`src/rtl/sys_array_stream_fetcher.sv`:
```
// sys_array_stream_fetcher
//   Latches one K x cols matrix A, streams it skewed into a weight-stationary
//   systolic array (row k delayed by k cycles), and captures the de-skewed
//   N x cols result into out_data, optionally accumulating for K-tiling.
//
// Ports
//   clk, reset_n        clock, synchronous active-low reset
//   start, cols, acc_en request; cols must be 1..M_MAX, acc_en adds into out_data
//   a_data              matrix A, element [k][m]
//   arr_in              skewed row stream to the array (registered)
//   arr_out             array result lanes, C[n][m] at cycle 1+OUT_LAT+n+m
//   out_data            result matrix C [n][m]
//   busy, done          run in progress / one-cycle completion pulse
//   out_valid           out_data holds a completed result
//   err                 one-cycle pulse for a start with illegal cols

// One output row of the array: picks arr_out[LANE] off the de-skewed schedule.
module sys_array_stream_fetcher_lane #(
  parameter int M_MAX   = 4,
  parameter int OUT_W   = 16,
  parameter int ACC_W   = 20,
  parameter int OUT_LAT = 6,
  parameter int SIGNED  = 0,
  parameter int LANE    = 0,
  parameter int CW      = 4,
  parameter int CLW     = 3
) (
  input  logic                         clk,
  input  logic                         reset_n,
  input  logic                         cap_en,
  input  logic [CW-1:0]                cyc,
  input  logic [CLW-1:0]               cols,
  input  logic                         acc_en,
  input  logic [OUT_W-1:0]             lane_in,
  output logic [M_MAX-1:0][ACC_W-1:0]  row
);
  logic [ACC_W-1:0] ext;

  if (SIGNED != 0) begin : g_sext
    assign ext = ACC_W'($signed(lane_in));
  end else begin : g_zext
    assign ext = ACC_W'(lane_in);
  end

  // Row LANE lags by LANE cycles, column m by m more; columns >= cols stay put.
  always_ff @(posedge clk) begin
    if (!reset_n) begin
      row <= '0;
    end else if (cap_en) begin
      for (int m = 0; m < M_MAX; m++)
        if (m < int'(cols) && int'(cyc) == OUT_LAT + LANE + m)
          row[m] <= acc_en ? row[m] + ext : ext;
    end
  end
endmodule

module sys_array_stream_fetcher #(
  parameter int DATA_W  = 8,
  parameter int K       = 5,
  parameter int N       = 2,
  parameter int M_MAX   = 4,
  parameter int OUT_W   = 16,
  parameter int ACC_W   = 20,
  parameter int OUT_LAT = 6,
  parameter int SIGNED  = 0
) (
  input  logic                                   clk,
  input  logic                                   reset_n,
  input  logic                                   start,
  input  logic [$clog2(M_MAX+1)-1:0]             cols,
  input  logic                                   acc_en,
  input  logic [K-1:0][M_MAX-1:0][DATA_W-1:0]    a_data,
  output logic [K-1:0][DATA_W-1:0]               arr_in,
  input  logic [N-1:0][OUT_W-1:0]                arr_out,
  output logic [N-1:0][M_MAX-1:0][ACC_W-1:0]     out_data,
  output logic                                   busy,
  output logic                                   done,
  output logic                                   out_valid,
  output logic                                   err
);
  localparam int CLW = $clog2(M_MAX+1);
  localparam int CW  = $clog2(OUT_LAT+N+M_MAX+1);

  typedef enum logic {IDLE, RUN} state_t;
  state_t state, state_d;

  logic [K-1:0][M_MAX-1:0][DATA_W-1:0] a_reg, src;
  logic [K-1:0][DATA_W-1:0]            arr_in_d;
  logic [CLW-1:0]                      cols_reg;
  logic                                acc_reg;
  logic [CW-1:0]                       cyc;     // cycle 1+cyc of the run
  logic                                cols_ok, accept, last, run;
  int                                  cidx, ncols;

  assign cols_ok = (cols != '0) && (int'(cols) <= M_MAX);
  // The done cycle is already IDLE, so back-to-back starts need no special case.
  assign accept  = start && cols_ok && (state == IDLE);
  // Cycle L: last capture; done/out_valid show up in cycle L+1.
  assign last    = (state == RUN) && (int'(cyc) == OUT_LAT + N + int'(cols_reg) - 2);
  assign run     = (state == RUN);

  always_ff @(posedge clk) begin
    if (!reset_n) state <= IDLE;
    else          state <= state_d;
  end

  always_comb begin
    state_d = state;
    if (accept)    state_d = RUN;
    else if (last) state_d = IDLE;
  end

  // Next arr_in value: on acceptance the first diagonal comes straight from
  // a_data so A[0][0] appears in cycle 1; afterwards from the latched copy.
  always_comb begin
    src      = a_reg;
    cidx     = int'(cyc) + 1;
    ncols    = int'(cols_reg);
    arr_in_d = '0;
    if (accept) begin
      src   = a_data;
      cidx  = 0;
      ncols = int'(cols);
    end
    if (accept || (run && !last)) begin
      for (int k = 0; k < K; k++)
        for (int m = 0; m < M_MAX; m++)
          if (cidx == k + m && m < ncols)
            arr_in_d[k] = src[k][m];
    end
  end

  always_ff @(posedge clk) begin
    if (!reset_n) begin
      a_reg     <= '0;
      cols_reg  <= '0;
      acc_reg   <= 1'b0;
      cyc       <= '0;
      arr_in    <= '0;
      busy      <= 1'b0;
      done      <= 1'b0;
      out_valid <= 1'b0;
      err       <= 1'b0;
    end else begin
      err    <= start && !cols_ok && (state == IDLE);
      done   <= last;
      busy   <= (state_d == RUN);
      arr_in <= arr_in_d;
      if (accept) begin
        a_reg     <= a_data;
        cols_reg  <= cols;
        acc_reg   <= acc_en;
        cyc       <= '0;
        out_valid <= 1'b0;
      end else if (run) begin
        cyc <= cyc + CW'(1);
      end
      if (last) out_valid <= 1'b1;
    end
  end

  for (genvar n = 0; n < N; n++) begin : g_lane
    sys_array_stream_fetcher_lane #(
      .M_MAX(M_MAX), .OUT_W(OUT_W), .ACC_W(ACC_W), .OUT_LAT(OUT_LAT),
      .SIGNED(SIGNED), .LANE(n), .CW(CW), .CLW(CLW)
    ) u_lane (
      .clk     (clk),
      .reset_n (reset_n),
      .cap_en  (run),
      .cyc     (cyc),
      .cols    (cols_reg),
      .acc_en  (acc_reg),
      .lane_in (arr_out[n]),
      .row     (out_data[n])
    );
  end
endmodule

```
`config.mk`:
```
export PLATFORM = sky130hd
export DESIGN_NAME = sys_array_stream_fetcher
export DESIGN_NICKNAME = d
export VERILOG_FILES = /design/src/rtl/sys_array_stream_fetcher.sv
export SDC_FILE = /design/constraint.sdc
export NUM_CORES = 1
export LEC_CHECK = 0
export BUFFER_PORTS_ARGS = -buffer_cell sky130_fd_sc_hd__buf_2
export CORE_MARGIN = 1.5
export CORE_UTILIZATION = 23
export CTS_BUF_LIST = sky130_fd_sc_hd__clkbuf_8 sky130_fd_sc_hd__clkbuf_16
export CTS_CLUSTER_SIZE = 10
export DETAILED_ROUTE_END_ITERATION = 10
export GPL_ROUTABILITY_DRIVEN = 0
export SLEW_MARGIN = 20
export SYNTH_ARGS = -nofsm -noshare
export SYNTH_HDL_FRONTEND = slang
export SYNTH_HIERARCHICAL = 1
export SYNTH_SLANG_ARGS = --single-unit
```
`constraint.sdc`:
```
create_clock -name clk -period 8.6 [get_ports clk]
set_clock_uncertainty 0.2 [all_clocks]
set_input_delay 1.72 -clock clk [delete_from_list [all_inputs] [get_ports clk]]
set_output_delay 1.72 -clock clk [all_outputs]
set_load 0.02 [all_outputs]
```
* After elaboration in Yosys (flattened, before gate mapping) *
Cells that the tools add are included.

cells by class
  add/subtract/negate cells = 12
  order comparisons = 9
  eq/ne operators = 13
  muxes and demuxes = 35
  bitwise operators = 2
  reduce and logical (&&, ||, !) cells = 51

operator list
  cell                                                                  number
  20-bit by 16-bit adder with 20-bit output                             8
  160-bit 2-to-1 mux                                                    1
  20-bit 2-to-1 mux                                                     8
  8-bit 2-to-1 mux                                                      20
  32-bit by 4-bit == test with 1-bit output, second input constant      4
  32-bit by 3-bit == test with 1-bit output, second input constant      2
  3-bit by 32-bit < comparator with 1-bit output, first input constant  2
  1-bit logical AND                                                     35
  32-bit by 2-bit == test with 1-bit output, second input constant      1
  32-bit logical NOT                                                    1
  1-bit by 32-bit < comparator with 1-bit output, first input constant  1
  2-bit by 32-bit < comparator with 1-bit output, first input constant  1
  4-bit == test, second input constant                                  5
  2-bit AND reduction                                                   9
  5-bit by 6-bit == test with 1-bit output                              1
  1-bit by 3-bit < comparator with 1-bit output, first input constant   2
  2-bit by 3-bit < comparator with 1-bit output, first input constant   2
  5-bit by 2-bit subtractor with 6-bit output, second input constant    1
  4-bit by 1-bit adder with 5-bit output, second input constant         1
  4-bit by 3-bit adder with 5-bit output, first input constant          1
  5-bit 2-to-1 mux                                                      1
  4-bit by 1-bit adder with 4-bit output, second input constant         1
  1-bit 2-to-1 mux                                                      4
  3-bit less-or-equal comparator, second input constant                 1
  other kinds (7)                                                       9

storage, ports and cells
  register bits after elaboration = 372
  input bits = 199
  output and inout port bits = 204
  logic and storage cells = 162

* Depth between registers and ports, before layout *
Gate-level depths: netlist (run 1).

  depth in word-level cells = 11
  mapped depth = 11
  mapped depth without buffers = 10

* Cells and area by module *
The synthesis (run 1) kept the hierarchy.

modules (own cells, without submodules)
  module                                             instances  cells an instance  area an instance (um^2)  seq. area each (um^2)
  sys_array_stream_fetcher                           1          917                9064.9                   4244.1
  sys_array_stream_fetcher_lane at g_lane[0].u_lane  1          848                6620.1                   1601.5
  sys_array_stream_fetcher_lane at g_lane[1].u_lane  1          840                6459.9                   1601.5

* Least setup slack after synthesis (run 1) *
OpenSTA, ideal clock, no wires.

  kind = input -> register
  start = in arr_out[16] in the netlist's numbering
  end = reg g_lane[1].u_lane/row[76] in the netlist's numbering
  library setup time = 0.059 ns
  arrival time = 3.748 ns
  data required time = 8.341 ns
  path slack = 4.592 ns
  stages on the path = 10
  path buffers = 0
  cells stage by stage = ha_1 inv_1 fa_1 nor2b_1 o2111a_1 o31ai_1 a211o_1 o211a_1 or4_1 nand2_1

between the ends
  cells in the longest elaborated chain, start to end = 2

RTL lines
  what                                       line  text
  from (decl)                                74    input logic [N-1:0][OUT_W-1:0] arr_out,
  20-bit by 16-bit adder with 20-bit output  52    row[m] <= acc_en ? row[m] + ext : ext;
  20-bit 2-to-1 mux                          52
  to (signal, indexed assignment)            52
  to (decl)                                  35    output logic [M_MAX-1:0][ACC_W-1:0] row

No other way between the ends.
A chain may end at the register's enable or synchronous reset.

* Worst setup path after layout (run 1) *
  start = in cols[0]
  end = reg arr_in[31] in the netlist's numbering

between the ends
  cells in the longest elaborated chain, start to end = 11
  elaborated cells on any way between the ends = 26
  those cells by class = order compare (5); eq/ne (4); mux (7); reduce/logical (10)

RTL lines
  what                                                                                                                line  text
  from (decl)                                                                                                         70    input logic [$clog2(M_MAX+1)-1:0] cols,
  3-bit less-or-equal comparator / 3-bit nonzero test (equally long branches)                                         95    assign cols_ok = (cols != '0) && (int'(cols) <= M_MAX);
  1-bit logical AND                                                                                                   95
  1-bit logical AND (2 in a row)                                                                                      97    assign accept = start && cols_ok && (state == IDLE);
  3-bit 2-to-1 mux / 5-bit 2-to-1 mux (equally long branches)                                                         120   if (accept) begin
  1-bit by 32-bit < comparator with 1-bit output / 32-bit by 3-bit == test with 1-bit output (equally long branches)  128   if (cidx == k + m && m < ncols)
  1-bit logical AND                                                                                                   128
  8-bit 2-to-1 mux (4 in a row)                                                                                       128
  to (signal assigned)                                                                                                148   arr_in <= arr_in_d;
  to (decl)                                                                                                           73    output logic [K-1:0][DATA_W-1:0] arr_in,

Parallel ways exist; a longest one is shown, timed or not.

==> summary.md, run 1 <==
| Metric | Value |
|---|---|
| Synth Area in Compound Gates | 0.253 |
| Unrepaired setup endpoints after global routing | no |
| Synth Area in Adders | 0.0807 |
| Fin util | 0.284 |
| # IOs | 403 |
| Placed Area | 0.0254 mm2 |
| Sequential cell area fraction in the yosys report | 0.336 |
| Row count | approximately 110 |
| First-pass GRT wire length | 121,000 um |
| Most common cell in the netlist | dfxtp_1 |
| Root Buffer | clkbuf_16 |
| Final Non-Filler Cells | roughly 4,200 |
| Cells after Synth | between 2,000 and 3,000 |
| Max Freq | roughly 0.22 GHz |
| DP Cell Count | 4,156 |
| Vias in the first global route | 19,800 |
| FILL cells | 10,100 |
| Vias | 21,100 |
| Post-CTS Setup Repair Bufs | 0 |
| Worst-Skew Late Latency | 0.62 ns |
| R2R Path End | arr_in[2] |
| Final Cell Area | 0.0270 mm2 |
| Nets | 3,281 |
| Slowest stage delay, CP | 0.96 ns |
| Leak | 11.9 nW |
| Worst path slowest cell | nand3_4 |
| Die Width | around 310 um |
| Hold WC Path Type | reg -> reg |
| Ys flop type | dfxtp_1 |
| CP endpoint | arr_in[31] |
| Initial Utilization | 0.233 |
| Largest family of logic cells by synthesized area | compound AO/OA/AOI/OAI gates |
| Sequential cell area | 0.00745 mm2 |
| Largest net degree at the start of global routing | approximately 100 |
| #FFs+latches synth | 372 |
| Worst-margin pin slew | 1.10 ns |
| Max-slew violation count | 0 |
| Synth Area in Simple Gates | 0.200 |
| Final hold violations | 0 |
| CP Data Required Time | 8.89 ns |
| 1st-iter DRT viols | roughly 1,400 |
| Drt pass-1 iters | 5 |
| Largest cells by area after synthesis | dfxtp_1 (34%), ha_1 (7.3%), mux2i_1 (6.2%), a21oi_1 (5.0%), nor2b_1 (4.5%) |
| TNS Setup | 0 ns |
| Initial antenna violation count | 11 |
| Remaining DRCs | 0 |
| Overflow after GRT | 0 |
| Aggregate global-route resource usage | 0.159 |
| Post-synthesis mux area share | 0.0654 |
| Crit end category | register |
| Hpwl dp | 61,500 um |
| Distinct cell type count after synthesis | 102 |
| Outcome | complete, no violations |
| IO buf count | around 400 |
| PnR Total Power | ~4.4 mW |
| Reg2Reg Depth | 7 |
| CTS max path bufs | 3 |
| Die Area | 0.0982 mm2 |
| Area of the core | around 0.095 mm2 |
| CP Launch Point | cols[0] |
| Share of the synthesized area in the top cell type | 0.336 |
| Mapped cell area | 0.0221 mm2 |
| Place WS | 3.31 ns |
| Clk slew on worst S/H paths | 0.06 ns |
| Routed WL per cell | 19.3 um |
| Crit path cell chain | buf_2 > o21ai_0 > nand3_4 > buf_4 > mux2i_1 > nor2_1 > o41a_1 |
| Synth Net Count | a little under 3,000 |
| # clock sinks | 372 |
| Vias per inst | 4.96 |
| Final setup violation count | 0 |
| Area growth from synthesis to final layout | 22.0% |
| Critical path class | in -> reg |
| Crit-path max FO | 63 |
| Post-CTS resize count | 0 |
| Syn avg cell area | 8.50 um2 |
| Number of flops mapped to enable cells by yosys | 0 |
| Asr flop ratio synth | 0 |
| Reg2reg setup slack | 4.76 ns |
| Commonest cells post-synth | dfxtp_1 (372), nand2_1 (240), a21oi_1 (221), o21ai_0 (182), nor2b_1 (159) |
| CTS tree | yes |
| CTS H-tree lvls | 2 |
| Worst EP arrival | a little under 5 ns |
| Final hold slack | ~0.27 ns |
| Post-DRT Antenna Nets | 0 |
| Layout cells sized above 1 | 0.194 |
| R2R Path Start | cyc[1] |
| Final setup margin | 3.96 ns |
| Power Density | 162 mW/mm2 |
| VDD IR-drop max | 0.147 mV |
| Max-cap violation count | 0 |
| Die Ht | around 310 um |
| Multi-input gate area | 0.0140 mm2 |
| Synth area leader | dfxtp_1 |
| Worst relative slew slack | 0.266 |
| Hold buffer count at CTS | 0 |
| Xor/xnor share of the synthesized area | 0.0297 |
| Fin crit share | 0.540 |
| Critical Path Start Type | primary input |
| Routed Wire Length | 81,900 um |
| Yosys warnings | 6 |
| Fin crit period | 4.64 ns |
| CTS Buf Count | a little over 50 |
-- cell usage in the layout (no fill, tap or decap), types with 33 or more instances in the layout --
cell type,count
nor2_1,138
buf_2,401
nor3_1,39
nand2_1,240
xnor2_1,48
or3_1,39
o21ai_0,182
a21o_1,45
a211oi_1,37
inv_1,62
a21oi_1,221
ha_1,130
nand2b_1,33
dfxtp_1,371
clkbuf_16,53
mux2i_1,138
a31oi_1,49
nor2b_1,159
nand3_1,55
-- report_power, final --
group | switching, mW | internal, mW
clock network | 0.843 | 1.23
logic | 0.329 | 0.192
registers | 0.0209 | 1.77
total | 1.19 | 3.19
-- worst min path at each step --
stage	endpoint	slack (ns)	startpoint	cells past startpoint
floorplan	arr_in[10]	0.23	a_reg[58]	2
global placement	arr_in[15]	0.25	a_reg[63]	2
detailed placement	arr_in[15]	0.25	a_reg[63]	2
CTS	arr_in[15]	0.26	a_reg[63]	2
global route	a_reg[63]	0.28	a_reg[63]	2
finish	arr_in[15]	0.27	a_reg[63]	2
-- per-layer routing --
layer  up-vias  routed length (um)  GRT usage
met4         4                1830     0.0457
met5         -                  29          0
met1     10100               37600      0.213
met3        98                4930     0.0311
li1      10300                   -          -
met2       617               37500      0.259
-- final cells by class --
class                      count  area share
sequential                   372       0.276
clock inverter                22     0.00612
inverter                      53     0.00737
tap                         1265      0.0586
multi-input combinational   2044       0.518
timing repair buffer         422      0.0804
clock buffer                  61      0.0532
antenna                        9    0.000834
-- kinds of logic after synthesis --
kind of cell	count (synthesis)
AO/OA/AOI/OAI	835
XOR/XNOR	75
adder cells (fa/ha/maj)	138
buffers and inverters	189
flip-flops	372
multiplexers	144
AND/OR/NAND/NOR	852
-- critical path, delay by kind of cell --
family	cells	cell delay (ns)
AO/OA/AOI/OAI	2	0.95
multiplexers	1	0.32
AND/OR/NAND/NOR	2	1.03
buffers and inverters	2	0.89
(Power assumes the default switching activity.)
==> run 2, diff against run 1 <==
--- a/config.mk
+++ b/config.mk
@@ -5,6 +5,7 @@
 export SDC_FILE = /design/constraint.sdc
 export NUM_CORES = 1
 export LEC_CHECK = 0
+export ABC_AREA = 1
 export BUFFER_PORTS_ARGS = -buffer_cell sky130_fd_sc_hd__buf_2
 export CORE_MARGIN = 1.5
 export CORE_UTILIZATION = 23
==> constraint.sdc (replaced) <==
create_clock -name clk -period 4.37 [get_ports clk]
set_clock_uncertainty 0.2 [all_clocks]
set_input_delay 0.874 -clock clk [delete_from_list [all_inputs] [get_ports clk]]
set_output_delay 0.874 -clock clk [all_outputs]
set_load 0.02 [all_outputs]
==> run 2 against run 1 <==
Hold slack lost 0.0074 ns. Sequential cell count stayed put. Synthesized cell count grew 52%. Via count increased by 28%. Utilization is 0.64 points lower. Non-clock buffer count up 2. Sequential share of layout area fell by 2.4 points. Combinational power rose by 130%. Total power increased by 99%. Global-route usage rose by 1.4 points.
==> summary.md, run 2 <==
| Metric | Value |
|---|---|
| CTS Buf Count | 50 |
| Routed WL per cell | 17.1 um |
| Max-cap violation count | 0 |
| Max Freq | 0.304 GHz |
| Post-DRT Antenna Nets | 0 |
| First-pass GRT wire length | ~150,000 um |
| Mapped cell area | between 0.02 and 0.025 mm2 |
| Clock share of power | 0.461 |
| Overflow after GRT | 0 |
| Distinct cell type count after synthesis | between 40 and 50 |
| Clk slew on worst S/H paths | 0.06 ns |
| Synth area leader | dfxtp_1 |
| Remaining DRCs | 0 |
| Final hold violations | 0 |
| Initial Utilization | 0.232 |
| Layer with the highest usage | met2 |
| Area of the core | between 0.1 and 0.15 mm2 |
| Most common cell in the netlist | nand2_1 |
| Layout cells sized above 1 | 0.138 |
| # clock sinks | between 300 and 400 |
| Area growth from synthesis to final layout | 19.9% |
| Sw Ratio | 0.295 |
| Aggregate global-route resource usage | 0.173 |
| Row count | between 100 and 150 |
| CTS H-tree lvls | 2 |
| Critical path class | reg -> reg |
| CTS max path bufs | 3 |
| Max-slew violation count | 0 |
| Internal | 6.17 mW |
| Unrepaired setup endpoints after global routing | no |
| Worst path slowest cell | nand3_2 |
| Sequential cell area fraction in the yosys report | 0.301 |
| Fin util | 0.277 |
| Root Buffer | clkbuf_16 |
| Commonest non-fill, non-tap cell in the layout | nand2_1 |
| Post-CTS resize count | 0 |
| Hold buffer count at CTS | 0 |
| Hold WC Path Type | reg -> reg |
| Cells after Synth | 3,954 |
| Vias in the first global route | 24,900 |
| Synth Net Count | 4,291 |
| GRT met3 Usage | 0.0354 |
| Nets | 4,639 |
| Crit end category | register |
| Crit path max-delay family | simple AND/OR/NAND/NOR gates |
| Crit path cell chain | nor2_4 > nand3_4 > nand2_1 > nand2_1 > nand3_2 > nand3_1 > o21ai_0 > nor2_1 > nor2_1 |
| Post-CTS Setup Repair Bufs | 0 |
| Die Area | roughly 0.11 mm2 |
| Psw | 2.58 mW |
| Power Density | between 200 and 300 mW/mm2 |
| Fin crit period | 3.29 ns |
| Hpwl dp | 75,200 um |
| Syn avg cell area | 6.25 um2 |
| #FFs+latches synth | 372 |
| Yosys warnings | 6 |
| Initial antenna violation count | 16 |
| Worst EP arrival | 3.63 ns |
| VDD IR-drop max | approximately 0.25 mV |
| Final Cell Area | about 0.03 mm2 |
| CTS tree | yes |
| Worst relative slew slack | 0.290 |
| # IOs | 403 |
| Placed Area | 0.0280 mm2 |
| WP buf/inv | 0 |
| Die Width | 331 um |
| Vias | 27,000 |
| CP Data Required Time | 4.71 ns |
| Fin crit share | 0.752 |
| Met2 layer usage reported by global route | 0.284 |
| Worst-Skew Late Latency | ~0.64 ns |
| Vias per inst | 4.70 |
| Asr flop ratio synth | 0 |
| Met1 GRT Util | 0.222 |
| TNS Setup | 0 ns |
| Drt pass-1 iters | 6 |
| Routed Wire Length | 98,300 um |
| Final setup violation count | 0 |
| Die Ht | 331 um |
| Worst-margin pin slew | 1.06 ns |
| 1st-iter DRT viols | 1,988 |
| Critical Path Start Type | register |
| Comb pwr share | 0.134 |
| Commonest cells post-synth | nand2_1 (1,189), nor2_1 (455), inv_1 (437), nand3_1 (376), dfxtp_1 (372) |
| Share of the synthesized area in the top cell type | 0.301 |
| Outcome | complete, no violations |
| Slowest stage delay, CP | approximately 0.84 ns |
| Most frequent cells in the layout | nand2_1 (1,189), nor2_1 (454), inv_1 (445), buf_2 (401), nand3_1 (375) |
| Largest net degree at the start of global routing | 157 |
| Crit-path max FO | 40 |
| Leak | between 15 and 20 nW |
| IO buf count | ~400 |
| Number of flops mapped to enable cells by yosys | 0 |
| Ys flop type | dfxtp_1 |
| Largest cells by area after synthesis | dfxtp_1 (30%), nand2_1 (18%), nand3_1 (7.6%), nor2_1 (6.9%), inv_1 (6.6%) |
| Sequential Power Share | 0.405 |
run 2: cell types whose count changed in the layout (fill, tap and decap cells not counted), moves of 72 or more:
| cell | previous run | this run |
|---|---|---|
| inv_1 | 62 | 445 |
| nor2b_1 | 159 | 0 |
| mux2i_1 | 138 | 66 |
| nand3_1 | 55 | 375 |
| nor2_1 | 138 | 454 |
| nand2_1 | 240 | 1189 |
run 2: power groups by stage:
stage	sequential (mW)	combinational (mW)	clock, mW
2_1_floorplan	3.61	0.736	0
3_3_place_gp	3.62	1.15	0
3_5_place_dp	3.62	1.16	0
4_1_cts	3.54	1.16	4.14
5_1_grt	3.55	1.29	4.26
6_report	3.54	1.17	4.03
run 2: final cells by class:
type                    instances  area, um2
well taps                    1403       1760
multi-input cells            3012      14900
flip-flops and latches        372       7450
clock inverters                25        238
inverters                     442       1670
fillers                     11900      77100
repair buffers                424       2220
clock buffers                  56       1350
diodes                          5       12.5
run 2: path summary, 6_finish.rpt:
path / from / endpoint / slack (ns) / cells past startpoint
max reg2reg: busy / arr_in[37] / 1.08 / 9
min: out_valid / out_valid / 0.26 / 2
min reg2reg: out_valid / out_valid / 0.26 / 2
max: busy / arr_in[37] / 1.08 / 9
run 2: cells by family (layout without fill, tap and decap cells):
logic type / after synthesis / after routing / synth area share
and+or+nand+nor: 2220 / 2220 / 0.380
DFF: 372 / 372 / 0.301
AOI/OAI and AO/OA: 586 / 586 / 0.124
xor gates and xnor gates: 2 / 2 / 0.000709
other: 0 / 5 / 0
buffers and inverters: 570 / 947 / 0.0951
muxes: 66 / 66 / 0.0267
adders and majority gates: 138 / 138 / 0.0723
run 2: per-stage QoR:
step	cells	hold WS, ns	setup slack, ns	total power [mW]
CTS	5734	0.225	1.17	8.85
floorplan	3954	0.251	1.89	4.34
global route	5737	0.256	0.817	9.10
finish	5739	0.258	1.08	8.74
global placement	5653	0.240	0.847	4.77
detailed placement	5653	0.246	0.771	4.78
run 2: layer usage:
metal / share of wire / wire length [um] / up-vias
met5: 0.00065 / 64 / -
li1: - / - / 13500
met4: 0.042 / 4140 / 12
met3: 0.068 / 6700 / 205
met1: 0.44 / 42800 / 12400
met2: 0.45 / 44600 / 851
run 2: worst register-to-register path, cell delays in order (launching register included):
cell	delay (ns)
dfxtp_1	0.77
nor2_4	0.15
nand3_4	0.27
nand2_1	0.08
nand2_1	0.22
nand3_2	0.84
nand3_1	0.33
o21ai_0	0.15
nor2_1	0.14
nor2_1	0.05
==> run 3, diff against run 2 <==
==> constraint.sdc (replaced) <==
create_clock -name clk -period 3 [get_ports clk]
set_clock_uncertainty 0.2 [all_clocks]
set_input_delay 0.6 -clock clk [delete_from_list [all_inputs] [get_ports clk]]
set_output_delay 0.6 -clock clk [all_outputs]
set_load 0.02 [all_outputs]
==> run 3 against run 2 <==
Total power grew 47%. Register-to-register slack got worse by 0.76 ns. Critical endpoint is now arr_in[6]. Critical path depth is 3 higher. Routed wire length grew 0.95%. Combinational power is 58% higher. Non-clock buffer count is 90 higher. Critical path type unchanged. Sequential share of layout area down 0.64 points. Sequential cell count unchanged. Cell count rose by 1.6%.
==> summary.md, run 3 (synthesized netlist as in run 2, its figures left out) <==
| Metric | Value |
|---|---|
| Layout cells sized above 1 | 0.149 |
| 1st-iter DRT viols | 2,197 |
| Slowest stage delay, CP | 0.58 ns |
| Die Ht | 331 um |
| FILL cells | 11,800 |
| # clock sinks | 372 |
| PnR Total Power | about 13 mW |
| Drt pass-1 iters | 8 |
| Worst-Skew Late Latency | 0.62 ns |
| Max-slew violation count | 0 |
| Fin util | 0.285 |
| Outcome | complete, no violations |
| Routed Wire Length | slightly below 100,000 um |
| Worst relative slew slack | 0.455 |
| CTS tree | yes |
| Aggregate global-route resource usage | 0.174 |
| Crit path cell chain | ha_1 > nand2_1 > nand2_1 > nand3_1 > nand2_1 > inv_1 > nor2_2 > buf_4 > nand2_1 > o21ai_0 > nor2_1 > nor2_1 |
| Commonest non-fill, non-tap cell in the layout | nand2_1 |
| Clock share of power | 0.456 |
| Area growth from synthesis to final layout | 23.0% |
| Die Width | about 330 um |
| Fin crit period | 2.68 ns |
| Max-cap violation count | 0 |
| Post-DRT Antenna Nets | 0 |
| IO buf count | 402 |
| Final setup margin | 0.322 ns |
| Initial antenna violation count | 16 |
| Unrepaired setup endpoints after global routing | no |
| Hold WC Path Type | in -> reg |
| Row count | 120 |
| Placed Area | 0.0285 mm2 |
| TNS Setup | 0 ns |
| DP Cell Count | around 5,700 |
| Final setup violation count | 0 |
| Final hold violations | 0 |
| Hpwl dp | 77,300 um |
| Area of the core | 0.107 mm2 |
| Psw | 3.82 mW |
| Max Freq | 0.373 GHz |
| Largest net degree at the start of global routing | 62 |
| Fin crit share | 0.893 |
| Worst path slowest cell | dfxtp_1 |
| Die Area | between 0.1 and 0.15 mm2 |
| Leak | 15.6 nW |
| Critical Path Start Type | register |
| Worst-margin pin slew | 0.814 ns |
| Overflow after GRT | 0 |
| WP buf/inv | 2 |
| First-pass GRT wire length | 148,000 um |
| Root Buffer | clkbuf_16 |
| Crit path max-delay family | simple AND/OR/NAND/NOR gates |
| Crit end category | register |
| Clk slew on worst S/H paths | 0.06 ns |
| Most frequent cells in the layout | nand2_1 (1,189), nor2_1 (454), inv_1 (449), buf_2 (401), nand3_1 (375) |
| Remaining DRCs | 0 |
| Vias per inst | 4.69 |
| CTS max path bufs | 3 |
| VDD IR-drop max | about 0.44 mV |
| Worst EP arrival | 3.03 ns |
| Sequential Power Share | 0.400 |
| Power Density | roughly 420 mW/mm2 |
| Sw Ratio | 0.297 |
| Nets | 4,728 |
| Most frequent CP cell | nand2_1 |
| Crit-path max FO | 13 |
| Vias in the first global route | 25,300 |
| CTS H-tree lvls | 2 |
| CP Data Required Time | 3.36 ns |
| Final Cell Area | 0.0304 mm2 |
| Place WS | roughly 0.22 ns |
| Comb pwr share | 0.144 |
| Vias | 27,400 |
| Critical path class | reg -> reg |
| # IOs | 403 |
| Routed WL per cell | 17.0 um |
| Final Non-Filler Cells | 5,832 |
| Internal | 9.06 mW |
| Initial Utilization | 0.232 |
| Final hold slack | between 0.05 and 0.06 ns |
| CTS Buf Count | 49 |
## run 3: layer usage
layer	routed length (um)	track usage	vias up	part of all wire
met4	4930	0.0865	16	0.050
met3	6640	0.0322	214	0.067
met5	95	0	-	0.00096
met1	43000	0.222	12600	0.43
li1	-	-	13700	-
met2	44600	0.282	882	0.45
## run 3: path summary, 6_finish.rpt
path | startpoint | to | slack [ns] | cells past startpoint
worst max-delay path | cyc[1] | arr_in[6] | 0.32 | 12
worst min-delay path | a_data[154] | a_reg[154] | 0.05 | 3
worst min register to register | a_reg[129] | a_reg[129] | 0.27 | 2
worst max register to register | cyc[1] | arr_in[6] | 0.32 | 12
## run 3: cell type report
class	instances	area, um2	area share
sequential	372	7450	0.245
inverter	442	1670	0.0548
clock inverter	26	238	0.00782
tap	1403	1760	0.0578
multi-input combinational	3012	14900	0.491
timing repair buffer	514	3000	0.0986
clock buffer	57	1340	0.0440
antenna	6	15.0	0.000494
## run 3: worst min-delay path: cells and delay by family
| family | cells | cell delay, ns |
|---|---|---|
| buf+inv | 1 | 0.08 |
| mux | 1 | 0.07 |
| simple gates | 1 | 0.08 |
## run 3: what timing repair did
action	CTS	global route
hold buffers	27	0
setup buffers	0	0
gates resized for setup	0	0
endpoints found under the setup margin	0	0
endpoints found under the hold margin	27	0
## run 3: power by group through the flow
stage / clock (mW) / combinational, mW / sequential (mW)
3_3_place_gp: 0 / 1.79 / 5.26
3_5_place_dp: 0 / 1.80 / 5.26
6_report: 5.87 / 1.85 / 5.16
4_1_cts: 6.03 / 1.84 / 5.16
2_1_floorplan: 0 / 1.07 / 5.25
5_1_grt: 6.22 / 2.02 / 5.17
